==> src/rtl/gorev_sirala.sv <==
// Task sequencer for the image task unit: queues host tasks, issues the start pulse, streams one frame,
// counts returned pixels and reports done or drain timeout. Optional cycle counter: GOREV_PERF_EN.
`ifndef GRV4_H
`define GRV4_H 3'd4
`endif

module gorev_sirala #(
    parameter int GRV_BIT         = 3,
    parameter int PIXEL_BIT       = 24,
    parameter int PIKSEL_SAYISI   = 76800,
    parameter int HIST_CIKIS      = 256,
    parameter int KUYRUK_DERINLIK = 4,
    parameter int ZAMAN_ASIMI     = 1024
) (
    input  logic                 clk_i,
    input  logic                 rstn_i,
    input  logic                 gorev_gecerli_i,
    input  logic [GRV_BIT-1:0]   gorev_i,
    output logic                 gorev_hazir_o,
    input  logic                 kaynak_etkin_i,
    input  logic [PIXEL_BIT-1:0] kaynak_pixel_i,
    output logic                 kaynak_hazir_o,
    output logic                 gb_basla_o,
    output logic [GRV_BIT-1:0]   gb_gorev_o,
    output logic                 gb_etkin_o,
    output logic [PIXEL_BIT-1:0] gb_pixel_o,
    output logic                 gb_stal_o,
    input  logic                 gb_etkin_i,
    input  logic [PIXEL_BIT-1:0] gb_pixel_i,
    output logic                 hedef_etkin_o,
    output logic [PIXEL_BIT-1:0] hedef_pixel_o,
    input  logic                 hedef_hazir_i,
    output logic                 mesgul_o,
    output logic                 bitti_o,
    output logic                 hata_o,
    output logic [31:0]          perf_cevrim_o
);

    // The histogram count is folded into the width so a short frame can still count 256 results.
    localparam int MAX_PZ  = (PIKSEL_SAYISI > ZAMAN_ASIMI) ? PIKSEL_SAYISI : ZAMAN_ASIMI;
    localparam int MAX_ALL = (MAX_PZ > HIST_CIKIS) ? MAX_PZ : HIST_CIKIS;
    localparam int CW      = $clog2(MAX_ALL) + 1;
    localparam int AW      = $clog2(KUYRUK_DERINLIK);

    localparam logic [CW-1:0] SAT      = '1;
    localparam logic [CW-1:0] PIK_N    = CW'(PIKSEL_SAYISI);
    localparam logic [CW-1:0] PIK_SON  = CW'(PIKSEL_SAYISI - 1);
    localparam logic [CW-1:0] HIST_N   = CW'(HIST_CIKIS);
    localparam logic [CW-1:0] ZAMAN_N  = CW'(ZAMAN_ASIMI);

    typedef enum logic [2:0] {
        BOS    = 3'd0,
        BASLAT = 3'd1,
        BEKLE  = 3'd2,
        AKIS   = 3'd3,
        BOSALT = 3'd4,
        BITTI  = 3'd5
    } durum_t;

    durum_t durum;

    logic [GRV_BIT-1:0] kuyruk [KUYRUK_DERINLIK];
    logic [AW:0]        yaz_ptr, oku_ptr;
    logic               kuyruk_bos, kuyruk_dolu, push;

    logic [CW-1:0] giris_sayac, cikis_sayac, bos_sayac;
    logic [CW-1:0] giris_next, cikis_next, bos_next, beklenen;
    logic          akis, aktif;

    assign kuyruk_bos    = (yaz_ptr == oku_ptr);
    assign kuyruk_dolu   = (yaz_ptr[AW] != oku_ptr[AW]) && (yaz_ptr[AW-1:0] == oku_ptr[AW-1:0]);
    assign gorev_hazir_o = !kuyruk_dolu;
    assign push          = gorev_gecerli_i && !kuyruk_dolu;

    assign akis           = (durum == AKIS);
    assign aktif          = (durum == AKIS) || (durum == BOSALT);
    assign gb_stal_o      = aktif && !hedef_hazir_i;
    assign kaynak_hazir_o = akis && hedef_hazir_i && (giris_sayac < PIK_N);
    assign gb_etkin_o     = kaynak_etkin_i && kaynak_hazir_o;
    assign gb_pixel_o     = kaynak_pixel_i;
    // Results outside an active frame are dropped rather than forwarded.
    assign hedef_etkin_o  = aktif && gb_etkin_i && !gb_stal_o;
    assign hedef_pixel_o  = gb_pixel_i;

    assign beklenen   = (gb_gorev_o == GRV_BIT'(`GRV4_H)) ? HIST_N : PIK_N;
    assign giris_next = (gb_etkin_o && giris_sayac != SAT) ? giris_sayac + CW'(1) : giris_sayac;
    assign cikis_next = (hedef_etkin_o && cikis_sayac != SAT) ? cikis_sayac + CW'(1) : cikis_sayac;
    assign bos_next   = hedef_etkin_o ? '0 :
                        (gb_stal_o || bos_sayac == SAT) ? bos_sayac : bos_sayac + CW'(1);

    always_ff @(posedge clk_i) begin
        if (push) kuyruk[yaz_ptr[AW-1:0]] <= gorev_i;
    end

    always_ff @(posedge clk_i) begin
        if (!rstn_i) begin
            durum       <= BOS;
            yaz_ptr     <= '0;
            oku_ptr     <= '0;
            gb_basla_o  <= 1'b0;
            gb_gorev_o  <= '0;
            mesgul_o    <= 1'b0;
            bitti_o     <= 1'b0;
            hata_o      <= 1'b0;
            giris_sayac <= '0;
            cikis_sayac <= '0;
            bos_sayac   <= '0;
        end else begin
            if (push) yaz_ptr <= yaz_ptr + (AW+1)'(1);
            gb_basla_o <= 1'b0;
            bitti_o    <= 1'b0;
            case (durum)
                BOS: if (!kuyruk_bos) begin
                    durum       <= BASLAT;
                    gb_basla_o  <= 1'b1;
                    gb_gorev_o  <= kuyruk[oku_ptr[AW-1:0]];
                    mesgul_o    <= 1'b1;
                    hata_o      <= 1'b0;
                    giris_sayac <= '0;
                    cikis_sayac <= '0;
                    bos_sayac   <= '0;
                end
                BASLAT: begin
                    oku_ptr <= oku_ptr + (AW+1)'(1);
                    durum   <= BEKLE;
                end
                BEKLE: durum <= AKIS;
                AKIS: begin
                    giris_sayac <= giris_next;
                    cikis_sayac <= cikis_next;
                    if (gb_etkin_o && giris_sayac == PIK_SON) durum <= BOSALT;
                end
                BOSALT: begin
                    cikis_sayac <= cikis_next;
                    bos_sayac   <= bos_next;
                    if (cikis_next >= beklenen) begin
                        durum   <= BITTI;
                        bitti_o <= 1'b1;
                    end else if (bos_next >= ZAMAN_N) begin
                        durum   <= BITTI;
                        bitti_o <= 1'b1;
                        hata_o  <= 1'b1;
                    end
                end
                BITTI: begin
                    durum    <= BOS;
                    mesgul_o <= 1'b0;
                end
                default: durum <= BOS;
            endcase
        end
    end

`ifdef GOREV_PERF_EN
    logic [31:0] perf_sayac, perf_r;

    // Loaded with 1 in BASLAT so the value seen in BITTI is the BASLAT-to-BITTI distance.
    always_ff @(posedge clk_i) begin
        if (!rstn_i) begin
            perf_sayac <= '0;
            perf_r     <= '0;
        end else begin
            if (durum == BASLAT) perf_sayac <= 32'd1;
            else if (durum != BOS && perf_sayac != 32'hFFFF_FFFF) perf_sayac <= perf_sayac + 32'd1;
            if (durum == BITTI) perf_r <= perf_sayac;
        end
    end

    assign perf_cevrim_o = perf_r;
`else
    assign perf_cevrim_o = 32'd0;
`endif

endmodule

==> config.mk <==
export PLATFORM = sky130hd
export DESIGN_NAME = gorev_sirala
export DESIGN_NICKNAME = d
export VERILOG_FILES = /design/src/rtl/gorev_sirala.sv
export SDC_FILE = /design/constraint.sdc
export NUM_CORES = 1
export LEC_CHECK = 0
export CAP_MARGIN = 20
export CORE_MARGIN = 8
export CORE_UTILIZATION = 49
export CTS_CLUSTER_DIAMETER = 120
export DETAILED_ROUTE_END_ITERATION = 8
export PLACE_DENSITY = 0.91
export SKIP_CTS_REPAIR_TIMING = 1
export SLEW_MARGIN = 40
export SYNTH_ARGS = -nofsm -noshare
export SYNTH_HDL_FRONTEND = slang
export SYNTH_SLANG_ARGS = --single-unit
==> constraint.sdc <==
create_clock -name clk_i -period 5.1 [get_ports clk_i]
set_clock_uncertainty 0.2 [all_clocks]
set_input_delay 1.275 -clock clk_i [delete_from_list [all_inputs] [get_ports clk_i]]
set_output_delay 1.275 -clock clk_i [all_outputs]
set_load 0.02 [all_outputs]
==> run metrics <==
power per cell area=291 nW/um^2; crit end category=primary output; # DRC=0; Area growth, synth to finish=1.07%; clk sinks=82; Setup crit start kind=input pin; Synth async-reset ratio=0%; H-tree Lvls=3; Synth Area in Adders=3.10%; cts bufs inserted=9; Synth Area in XOR/XNOR=5.18%; worst-path fanout max=5; All-Layer GR Usage=16.5%; Clock Latency Late Sink=0.36 ns; antenna-violating nets left=0; Simple-Gate Fraction of Synth Area=22.9%; CP top delay family=buffers and inverters; PortBufs=20; GP Congestion=0.942; Synth Register Bits=82; status=finished clean; Synth Area in Compound Gates=17.9%; Nets=663; CTS Buffer Depth=2; DP HPWL=8740 microns; design area=5300 sq um; fin crit period=4.72 ns; placed cell areas=5060 sq um; Setup CP Type=input pin to primary output; Critical Path, Cell by Cell=clkdlybuf4s50_1, inv_1, nor3_1, o211ai_1, inv_1, clkdlybuf4s50_1; register clock-pin slew on the reported worst setup and hold paths=0.09 ns; ys flop type=dfxtp_1; Root Driver=clkbuf_8; worst vdd ir=0.146 mV; RSZ-0062 raised after global routing=no; layout cells sized above 1=7.69%; Post-Route WL=12100 microns; number of global-route vias before repair=4265; Synth warnings=0; 1st-iter DRT viols=407; max cap viols=0; Critical Path Slowest Stage Cell=clkdlybuf4s50_1; starting density of the core=50.5%; Worst slew margin=50.5%; Die Wd=119 microns; non-filler cells, final=734; Crit path largest cell delay=0.64 ns; largest net degree at the start of global routing=20; Hold Crit Class=register to register; Vias/cell=6.10; Seq. cell area=1760 sq um; I/O Pins=149; Syn Inst Count=632; initial antenna violation count=0; CTS tree=yes; Worst-Margin Slew=0.739 ns; largest family of logic cells by synthesized area=simple AND/OR/NAND/NOR gates; drt pass-1 iters=7; die height=119 microns; period utilization=92.6%; Final Util=51.1%; dpl cells=718; Unique masters post-synth=66; Max Freq=0.212 GHz; Worst EP required=3.62 ns; WP buf/inv=4; syn avg cell area=8.29 sq um; Fin. Hold Viols=0; GRT overflow=0; Rows=37; DR WL/cell=16.5 microns; setup tns final=0 ns; Netlist Area Pre-Place=5240 sq um; Critical Path AT=3.25 ns; Post-synth EDFFs=12; CORE AREA=10400 sq um; post-synthesis mux area share=2.44%; Vias=4476; P_leak=1.88 nW; Antenna Cells=0; Multi-input gate area=2830 sq um; fin. max-slew vios=0; Die ar.=14300 sq um; final setup violation count=0; FILL cells=930; first-pass GRT wire length=19900 microns; Seq/Total Area, Yosys=33.6%
## cell usage after synthesis, types with 8 or more instances
| library cell | count | share of area (%) |
|---|---|---|
| nor3_1 | 20 | 1.9 |
| clkbuf_1 | 22 | 1.6 |
| dfxtp_1 | 70 | 27 |
| and3_1 | 13 | 1.6 |
| nor4_1 | 8 | 0.96 |
| inv_1 | 12 | 0.86 |
| edfxtp_1 | 12 | 6.9 |
| nand3_1 | 22 | 2.1 |
| buf_4 | 81 | 12 |
| xor2_1 | 14 | 2.3 |
| xnor2_1 | 17 | 2.8 |
| nand4_1 | 15 | 1.8 |
| ha_1 | 13 | 3.1 |
| a31oi_1 | 9 | 1.1 |
| nand2_1 | 59 | 4.2 |
| a21oi_1 | 27 | 2.6 |
| a211oi_1 | 8 | 1.1 |
| o21ai_0 | 29 | 2.8 |
| nor2_1 | 68 | 4.9 |
## placed cells by master, fill, tap and decap left out, types with 4 or more instances in the layout
master and instances:
dfxtp_1 70, nor2_1 68, nand2_1 59, conb_1 32
o21ai_0 29, a21oi_1 27, nand3_1 22, nor3_1 20
clkdlybuf4s50_1 20, xnor2_1 17, nand4_1 15, xor2_1 14
and3_1 13, ha_1 13, inv_1 12, edfxtp_1 12
a31oi_1 9, clkbuf_8 9, nor4_1 8, a211oi_1 8
buf_4 8, a311oi_1 7, or3_1 7, mux2i_1 6
o211ai_1 5, or2_2 5, or4_1 4, a21boi_0 4
and4_1 4, o21a_1 4, and2_1 4, inv_6 4
## cells by family (layout without fill, tap and decap cells)
group	Yosys count	after routing
simple gates	243	243
mux	9	9
other cells	1	32
buf+inv	121	56
xor+xnor	31	31
compound gates	132	132
fa+ha+maj	13	13
flops	82	82
## worst register-to-register path: cells and delay by family (launching register included)
| kind | cells | cell delay (ns) |
|---|---|---|
| XOR/XNOR | 1 | 0.18 |
| buffers and inverters | 1 | 0.18 |
| AND/OR/NAND/NOR | 7 | 1.47 |
| flip-flops | 1 | 0.44 |
| AO/OA/AOI/OAI | 4 | 0.79 |
| adder cells (fa/ha/maj) | 2 | 0.44 |
## metal layers
layer  track usage, %  share of wire (%)
met5                0                  0
met1             19.6                 40
met4             7.10                2.5
met3             3.45                8.2
met2             28.2                 49
## sequential cells by signal (all words and copies together), names as in the netlist
name,count
bos_sayac,18
cikis_sayac,18
giris_sayac,18
kuyruk,12
durum,3
gb_gorev_o,3
oku_ptr,3
yaz_ptr,3
bitti_o,1
gb_basla_o,1
hata_o,1
mesgul_o,1
## layout make-up
type / count / area share [%]
multi-input combinational: 460 / 53.4
sequential: 82 / 33.3
timing repair buffer: 28 / 4.91
tap: 136 / 3.21
clock buffer: 9 / 2.34
clock inverter: 7 / 2.01
inverter: 12 / 0.850
## power breakdown
part / total, mW / switching, mW / internal, mW
combinational: 0.289 / 0.198 / 0.0910
clock: 0.552 / 0.266 / 0.286
sequential: 0.700 / 0.0232 / 0.677
total: 1.54 / 0.487 / 1.05
## final timing paths
check	start	slack [ns]	to	depth (start not counted)
min reg2reg	gb_gorev_o[2]	0.30	gb_gorev_o[2]	2
min	gb_gorev_o[2]	0.30	gb_gorev_o[2]	2
max	hedef_hazir_i	0.38	gb_etkin_o	6
max reg2reg	cikis_sayac[0]	1.27	bitti_o	15
## metrics by stage
stage	hold WS [ns]	setup slack (ns)	power, mW
after floorplan	0.243	1.03	0.979
after global placement	0.262	0.546	0.981
after detailed placement	0.277	0.450	0.997
after CTS	0.293	0.425	1.54
after global routing	0.330	0.254	1.60
final	0.297	0.376	1.54
No activity file was read; power rests on OpenSTA's default activity.
